$ cat src/rtl/dmem_access_ctrl_if.sv
// Bus bundle for the data-memory access controller: pipeline port,
// external loader/debug port and the fixed-latency memory port.
interface dmem_access_ctrl_if;
  // pipeline (EX/MEM) side
  logic        pipe_rd_req;
  logic        pipe_wr_req;
  logic [31:0] pipe_addr;
  logic [31:0] pipe_wdata;
  logic        pipe_stall;
  logic        pipe_done;
  logic [31:0] pipe_rdata;
  // external loader/debug side
  logic        ext_req;
  logic        ext_we;
  logic [31:0] ext_addr;
  logic [31:0] ext_wdata;
  logic        ext_gnt;
  logic        ext_done;
  logic [31:0] ext_rdata;
  // data memory side
  logic        mem_en;
  logic        mem_we;
  logic [31:0] mem_addr;
  logic [31:0] mem_wdata;
  logic [31:0] mem_rdata;

  // controller view
  modport slave (
    input  pipe_rd_req, pipe_wr_req, pipe_addr, pipe_wdata,
    output pipe_stall, pipe_done, pipe_rdata,
    input  ext_req, ext_we, ext_addr, ext_wdata,
    output ext_gnt, ext_done, ext_rdata,
    output mem_en, mem_we, mem_addr, mem_wdata,
    input  mem_rdata
  );

  // requesters and memory view
  modport master (
    output pipe_rd_req, pipe_wr_req, pipe_addr, pipe_wdata,
    input  pipe_stall, pipe_done, pipe_rdata,
    output ext_req, ext_we, ext_addr, ext_wdata,
    input  ext_gnt, ext_done, ext_rdata,
    input  mem_en, mem_we, mem_addr, mem_wdata,
    output mem_rdata
  );
endinterface

$ cat src/rtl/dmem_access_ctrl.sv
// MEM-stage data-memory access controller. Shares one fixed-latency memory
// between the pipeline and an external port, round-robin on ties, and
// produces the pipeline stall. MEM_LAT must be in 1..15.
module dmem_access_ctrl #(
  parameter int unsigned MEM_LAT = 2
) (
  input  logic              clk,
  input  logic              rst,
  dmem_access_ctrl_if.slave bus
);

  localparam int unsigned CNT_W = 4;
  localparam int unsigned DW    = 32;
  localparam logic OWN_PIPE = 1'b0;
  localparam logic OWN_EXT  = 1'b1;

  typedef enum logic [1:0] {
    IDLE  = 2'd0,
    ISSUE = 2'd1,
    WAIT  = 2'd2,
    RESP  = 2'd3
  } state_t;

  state_t           state_q, state_d;
  logic [CNT_W-1:0] cnt_q, cnt_d;
  logic             own_q, own_d;
  logic             last_q, last_d;
  logic             mem_en_q, mem_en_d;
  logic             mem_we_q, mem_we_d;
  logic [DW-1:0]    addr_q, addr_d;
  logic [DW-1:0]    wdata_q, wdata_d;
  logic [DW-1:0]    pipe_rdata_q, pipe_rdata_d;
  logic [DW-1:0]    ext_rdata_q, ext_rdata_d;
  logic             pipe_done_q, pipe_done_d;
  logic             ext_done_q, ext_done_d;
  logic             ext_gnt_q, ext_gnt_d;
  logic             pipe_req;

  assign pipe_req = bus.pipe_rd_req | bus.pipe_wr_req;

  // Next-state, arbitration and next values of all registered outputs
  always_comb begin
    state_d      = state_q;
    cnt_d        = cnt_q;
    own_d        = own_q;
    last_d       = last_q;
    mem_we_d     = mem_we_q;
    addr_d       = addr_q;
    wdata_d      = wdata_q;
    pipe_rdata_d = pipe_rdata_q;
    ext_rdata_d  = ext_rdata_q;
    mem_en_d     = 1'b0;
    pipe_done_d  = 1'b0;
    ext_done_d   = 1'b0;
    ext_gnt_d    = 1'b0;

    case (state_q)
      IDLE: begin
        if (pipe_req || bus.ext_req) begin
          // pipe wins unless ext is also waiting and pipe had the last grant
          if (pipe_req && (!bus.ext_req || (last_q == OWN_EXT))) begin
            own_d    = OWN_PIPE;
            mem_we_d = bus.pipe_wr_req;
            addr_d   = bus.pipe_addr;
            wdata_d  = bus.pipe_wdata;
          end else begin
            own_d    = OWN_EXT;
            mem_we_d = bus.ext_we;
            addr_d   = bus.ext_addr;
            wdata_d  = bus.ext_wdata;
          end
          last_d    = own_d;
          state_d   = ISSUE;
          mem_en_d  = 1'b1;
          ext_gnt_d = own_d;
        end
      end

      ISSUE: begin
        cnt_d     = CNT_W'(MEM_LAT);
        state_d   = WAIT;
        ext_gnt_d = own_q;
      end

      WAIT: begin
        cnt_d     = cnt_q - 4'd1;
        ext_gnt_d = own_q;
        // count of 1 marks the cycle mem_rdata is valid
        if (cnt_q == 4'd1) begin
          state_d = RESP;
          if (!mem_we_q) begin
            if (own_q == OWN_EXT) ext_rdata_d  = bus.mem_rdata;
            else                  pipe_rdata_d = bus.mem_rdata;
          end
          pipe_done_d = (own_q == OWN_PIPE);
          ext_done_d  = (own_q == OWN_EXT);
        end
      end

      RESP: begin
        // the pipe request still visible here belongs to the completing access
        state_d = IDLE;
      end

      default: state_d = IDLE;
    endcase
  end

  // State and output registers with synchronous reset
  always_ff @(posedge clk) begin
    if (rst) begin
      state_q      <= IDLE;
      cnt_q        <= '0;
      own_q        <= OWN_PIPE;
      last_q       <= OWN_EXT;
      mem_en_q     <= 1'b0;
      mem_we_q     <= 1'b0;
      addr_q       <= '0;
      wdata_q      <= '0;
      pipe_rdata_q <= '0;
      ext_rdata_q  <= '0;
      pipe_done_q  <= 1'b0;
      ext_done_q   <= 1'b0;
      ext_gnt_q    <= 1'b0;
    end else begin
      state_q      <= state_d;
      cnt_q        <= cnt_d;
      own_q        <= own_d;
      last_q       <= last_d;
      mem_en_q     <= mem_en_d;
      mem_we_q     <= mem_we_d;
      addr_q       <= addr_d;
      wdata_q      <= wdata_d;
      pipe_rdata_q <= pipe_rdata_d;
      ext_rdata_q  <= ext_rdata_d;
      pipe_done_q  <= pipe_done_d;
      ext_done_q   <= ext_done_d;
      ext_gnt_q    <= ext_gnt_d;
    end
  end

  // Stall is combinational so the pipeline advances in the RESP cycle
  assign bus.pipe_stall = pipe_req & ~pipe_done_q;
  assign bus.pipe_done  = pipe_done_q;
  assign bus.pipe_rdata = pipe_rdata_q;
  assign bus.ext_gnt    = ext_gnt_q;
  assign bus.ext_done   = ext_done_q;
  assign bus.ext_rdata  = ext_rdata_q;
  assign bus.mem_en     = mem_en_q;
  assign bus.mem_we     = mem_we_q;
  assign bus.mem_addr   = addr_q;
  assign bus.mem_wdata  = wdata_q;

endmodule

$ cat src/flat_wrapper.sv
// flat-port wrapper written by rule: the top's interface ports become plain ports
module dmem_access_ctrl_flat 
#(
  parameter int unsigned MEM_LAT = 2
)
  (clk, rst, bus_pipe_rd_req, bus_pipe_wr_req, bus_pipe_addr, bus_pipe_wdata, bus_pipe_stall, bus_pipe_done, bus_pipe_rdata, bus_ext_req, bus_ext_we, bus_ext_addr, bus_ext_wdata, bus_ext_gnt, bus_ext_done, bus_ext_rdata, bus_mem_en, bus_mem_we, bus_mem_addr, bus_mem_wdata, bus_mem_rdata);
  dmem_access_ctrl_if bus_i ();
  input  logic clk;
  input  logic rst;
  input wire logic [$bits(bus_i.pipe_rd_req)-1:0] bus_pipe_rd_req;
  input wire logic [$bits(bus_i.pipe_wr_req)-1:0] bus_pipe_wr_req;
  input wire logic [$bits(bus_i.pipe_addr)-1:0] bus_pipe_addr;
  input wire logic [$bits(bus_i.pipe_wdata)-1:0] bus_pipe_wdata;
  output wire logic [$bits(bus_i.pipe_stall)-1:0] bus_pipe_stall;
  output wire logic [$bits(bus_i.pipe_done)-1:0] bus_pipe_done;
  output wire logic [$bits(bus_i.pipe_rdata)-1:0] bus_pipe_rdata;
  input wire logic [$bits(bus_i.ext_req)-1:0] bus_ext_req;
  input wire logic [$bits(bus_i.ext_we)-1:0] bus_ext_we;
  input wire logic [$bits(bus_i.ext_addr)-1:0] bus_ext_addr;
  input wire logic [$bits(bus_i.ext_wdata)-1:0] bus_ext_wdata;
  output wire logic [$bits(bus_i.ext_gnt)-1:0] bus_ext_gnt;
  output wire logic [$bits(bus_i.ext_done)-1:0] bus_ext_done;
  output wire logic [$bits(bus_i.ext_rdata)-1:0] bus_ext_rdata;
  output wire logic [$bits(bus_i.mem_en)-1:0] bus_mem_en;
  output wire logic [$bits(bus_i.mem_we)-1:0] bus_mem_we;
  output wire logic [$bits(bus_i.mem_addr)-1:0] bus_mem_addr;
  output wire logic [$bits(bus_i.mem_wdata)-1:0] bus_mem_wdata;
  input wire logic [$bits(bus_i.mem_rdata)-1:0] bus_mem_rdata;
  assign bus_i.pipe_rd_req = bus_pipe_rd_req;
  assign bus_i.pipe_wr_req = bus_pipe_wr_req;
  assign bus_i.pipe_addr = bus_pipe_addr;
  assign bus_i.pipe_wdata = bus_pipe_wdata;
  assign bus_pipe_stall = bus_i.pipe_stall;
  assign bus_pipe_done = bus_i.pipe_done;
  assign bus_pipe_rdata = bus_i.pipe_rdata;
  assign bus_i.ext_req = bus_ext_req;
  assign bus_i.ext_we = bus_ext_we;
  assign bus_i.ext_addr = bus_ext_addr;
  assign bus_i.ext_wdata = bus_ext_wdata;
  assign bus_ext_gnt = bus_i.ext_gnt;
  assign bus_ext_done = bus_i.ext_done;
  assign bus_ext_rdata = bus_i.ext_rdata;
  assign bus_mem_en = bus_i.mem_en;
  assign bus_mem_we = bus_i.mem_we;
  assign bus_mem_addr = bus_i.mem_addr;
  assign bus_mem_wdata = bus_i.mem_wdata;
  assign bus_i.mem_rdata = bus_mem_rdata;
  dmem_access_ctrl #(.MEM_LAT(MEM_LAT)) u_core (.clk(clk), .rst(rst), .bus(bus_i));
endmodule
$ cat config.mk
export PLATFORM = sky130hd
export DESIGN_NAME = dmem_access_ctrl_flat
export DESIGN_NICKNAME = d
export VERILOG_FILES = /design/src/rtl/dmem_access_ctrl_if.sv /design/src/rtl/dmem_access_ctrl.sv /design/src/flat_wrapper.sv
export SDC_FILE = /design/constraint.sdc
export NUM_CORES = 1
export LEC_CHECK = 0
export ABC_AREA = 1
export CAP_MARGIN = 20
export CORE_MARGIN = 3
export CORE_UTILIZATION = 43
export DETAILED_ROUTE_END_ITERATION = 16
export GPL_TIMING_DRIVEN = 1
export PLACE_DENSITY = 0.81
export SYNTH_ARGS = -nofsm -noshare
export SYNTH_HDL_FRONTEND = slang
export SYNTH_SLANG_ARGS = --single-unit
$ cat constraint.sdc
create_clock -name clk -period 2 [get_ports clk]
set_clock_uncertainty 0.15 [all_clocks]
set_input_delay 0.3 -clock clk [delete_from_list [all_inputs] [get_ports clk]]
set_output_delay 0.3 -clock clk [all_outputs]
set_load 0.02 [all_outputs]
==> flow_summary.json, run 1 <==
{
  "slew_headroom": 0.752,
  "power.leakage_nw": 5.16,
  "crit_cells": 1,
  "critPathSlowestCell": "clkdlybuf4s50_1",
  "path_max_fanout": 2,
  "syn_area_mm2": 0.00693,
  "hpwlAfterDp_mm": 15.6,
  "ys_seq_area_frac": 0.407,
  "finalCriticalPeriod_ns": 1.86,
  "crit_chain": "clkdlybuf4s50_1",
  "postCtsHoldBufs": 0,
  "ios": 300,
  "final_cell_mix": "nor2_1, clkdlybuf4s50_1, nand2_1",
  "max_stage_delay_ns": 0.65,
  "design_area_mm2": 0.0108,
  "grt_pass1_vias": 6997,
  "wl_per_cell_um": 13.5,
  "drc": 0,
  "ant_nets": 0,
  "rows": 45,
  "firstDrtPassIters": 5,
  "yosys-top-cells-area": "dfxtp_1, nor2_1, nand2_1",
  "cts-root-buf": "clkbuf_16",
  "setup_violations": 0,
  "cts.sinks": 141,
  "wl_mm": 22.0,
  "syn_to_final_growth_pct": 56.0,
  "cts_tree": "done",
  "path_buf_inv": 1,
  "grt_pass1_wl_mm": 35.3,
  "final_util": 0.698,
  "fmaxAchievable_ghz": 0.538,
  "numCtsBuffers": 17,
  "rsz0062_at_grt": "no",
  "grtUsageTotal": 0.246,
  "holdPathStages": 2,
  "post_cts_resize_count": 1,
  "synth_top_cell_area_share": 0.407,
  "required_ns": 1.55,
  "synth_warnings": 0,
  "antenna_found_initial": 1,
  "routed_via_density": 4.57,
  "dp.cells": 1591,
  "core_area_mm2": 0.0155,
  "whs_ns": 0.312,
  "cp_top_family": "buffers and inverters",
  "synth_area_leader_cell": "dfxtp_1",
  "powerDensity_mw_per_mm2": 1160,
  "die_x_um": 133,
  "hold_violations": 0,
  "syn_area_per_cell_um2": 6.21,
  "die_h_um": 133,
  "drv_cap": 0,
  "crit_path_end_kind": "primary output",
  "synth_nets": 1288,
  "cp-start-kind": "flop",
  "ir_drop_mv": 0.718,
  "worstSetupPathType": "reg -> out",
  "dieArea_mm2": 0.0177,
  "drtIter0Drc": 469,
  "vias": 7418,
  "fin_cells": 1624,
  "ys_seq_elements": 141,
  "syn_inst": 1116,
  "grt_max_degree": 65,
  "arrival_ns": 1.41,
  "final_max_slew_viol_count": 0,
  "worstMarginPinSlew_ns": 0.372,
  "port_buffers": 299,
  "clock_path_buffers": 2,
  "rr_worst_depth": 6,
  "start_util": 0.448,
  "outcome": "completed",
  "synth_cell_types": 28,
  "fin_nets": 1571,
  "clk_pin_slew_ns": 0.06,
  "overflow": 0,
  "hold_path.class": "reg -> reg",
  "nFillCells": 1307,
  "multi_input_area_mm2": 0.00308,
  "post_cts_buffers": 0,
  "htree_levels": 4,
  "drive_gt1_frac": 0.0538,
  "clock_latency_ns": 0.41,
  "fin_crit_sh": 0.929,
  "gp_congestion": 0.841,
  "regArea_mm2": 0.00282,
  "placed_area_mm2": 0.0102
}
[cells by family (layout without fill, tap and decap cells)]
logic type | after synthesis | after routing | share of synthesized area
fa+ha+maj | 6 | 6 | 0.0108
buf+inv | 240 | 536 | 0.150
flops | 141 | 141 | 0.407
compound gates | 43 | 43 | 0.0321
simple gates | 686 | 686 | 0.400
other cells | 0 | 1 | 0
[tightest hold or removal path, delay by kind of cell (launching register included)]
kind / cells / cell delay [ns]
AND/OR/NAND/NOR: 2 / 0.10
flip-flops: 1 / 0.33
[flip-flops by register name, indices dropped and copies added (netlist names)]
register and cells:
u_core.bus.mem_en 1, u_core.bus.ext_rdata 32, u_core.state_q 2, u_core.bus.ext_gnt 1, u_core.bus.mem_we 1, u_core.last_q 1
u_core.bus.ext_done 1, u_core.cnt_q 4, u_core.own_q 1, u_core.bus.pipe_done 1, u_core.bus.pipe_rdata 32, u_core.bus.mem_wdata 32
u_core.bus.mem_addr 32
[synth_stat cells (all sizes together)]
master and count:
inv 175, nand3 71, nor3 36, nand2 274
o31ai 1, o21ai 34, ha 6, a21oi 7
or2 1, a31oi 1, dfxtp 141, nor2 302
buf 48, and3 2, clkbuf 17
[path summary, 6_finish.rpt]
path | slack (ns) | end | startpoint
max | 0.14 | bus_pipe_rdata[15] | u_core.bus.pipe_rdata[15]
min | 0.31 | u_core.last_q | u_core.last_q
max reg2reg | 0.29 | u_core.bus.ext_rdata[6] | u_core.state_q[0]
min reg2reg | 0.31 | u_core.last_q | u_core.last_q
[through the flow]
step                      TNS, ns  worst slack, ns  total power, W
after floorplan                 0            0.448         0.00708
after global placement    -0.0305          -0.0211         0.00918
after detailed placement  -0.0397          -0.0250         0.00930
after CTS                       0            0.126          0.0126
after global routing            0           0.0899          0.0134
final                           0            0.142          0.0125
[cell type report]
class                           instances  share of cell area
Inverter                              175              0.0609
Antenna cell                            1            0.000231
Clock buffer                           20              0.0422
Sequential cell                       141               0.261
Clock inverter                         12              0.0148
Multi-Input combinational cell        735               0.285
Tap cell                              211              0.0244
Timing Repair Buffer                  329               0.311
[where the power goes]
group          total, W  internal [W]  switching [W]
Clock           0.00330       0.00204        0.00126
Combinational   0.00549       0.00236        0.00313
Sequential      0.00375       0.00344       0.000318
[layer usage]
metal	global-route usage	wire length [um]
met5	0	0
met4	0.0953	730
met3	0.0692	1670
met2	0.425	10800
met1	0.287	8780
Note: power is estimated with default switching activity, not from simulation.
==> run 2: changes to the inputs <==
- TNS_END_PERCENT: not set -> 100
==> results of run 2 <==
Final layout, timing and power as in run 1 (identical DEF).
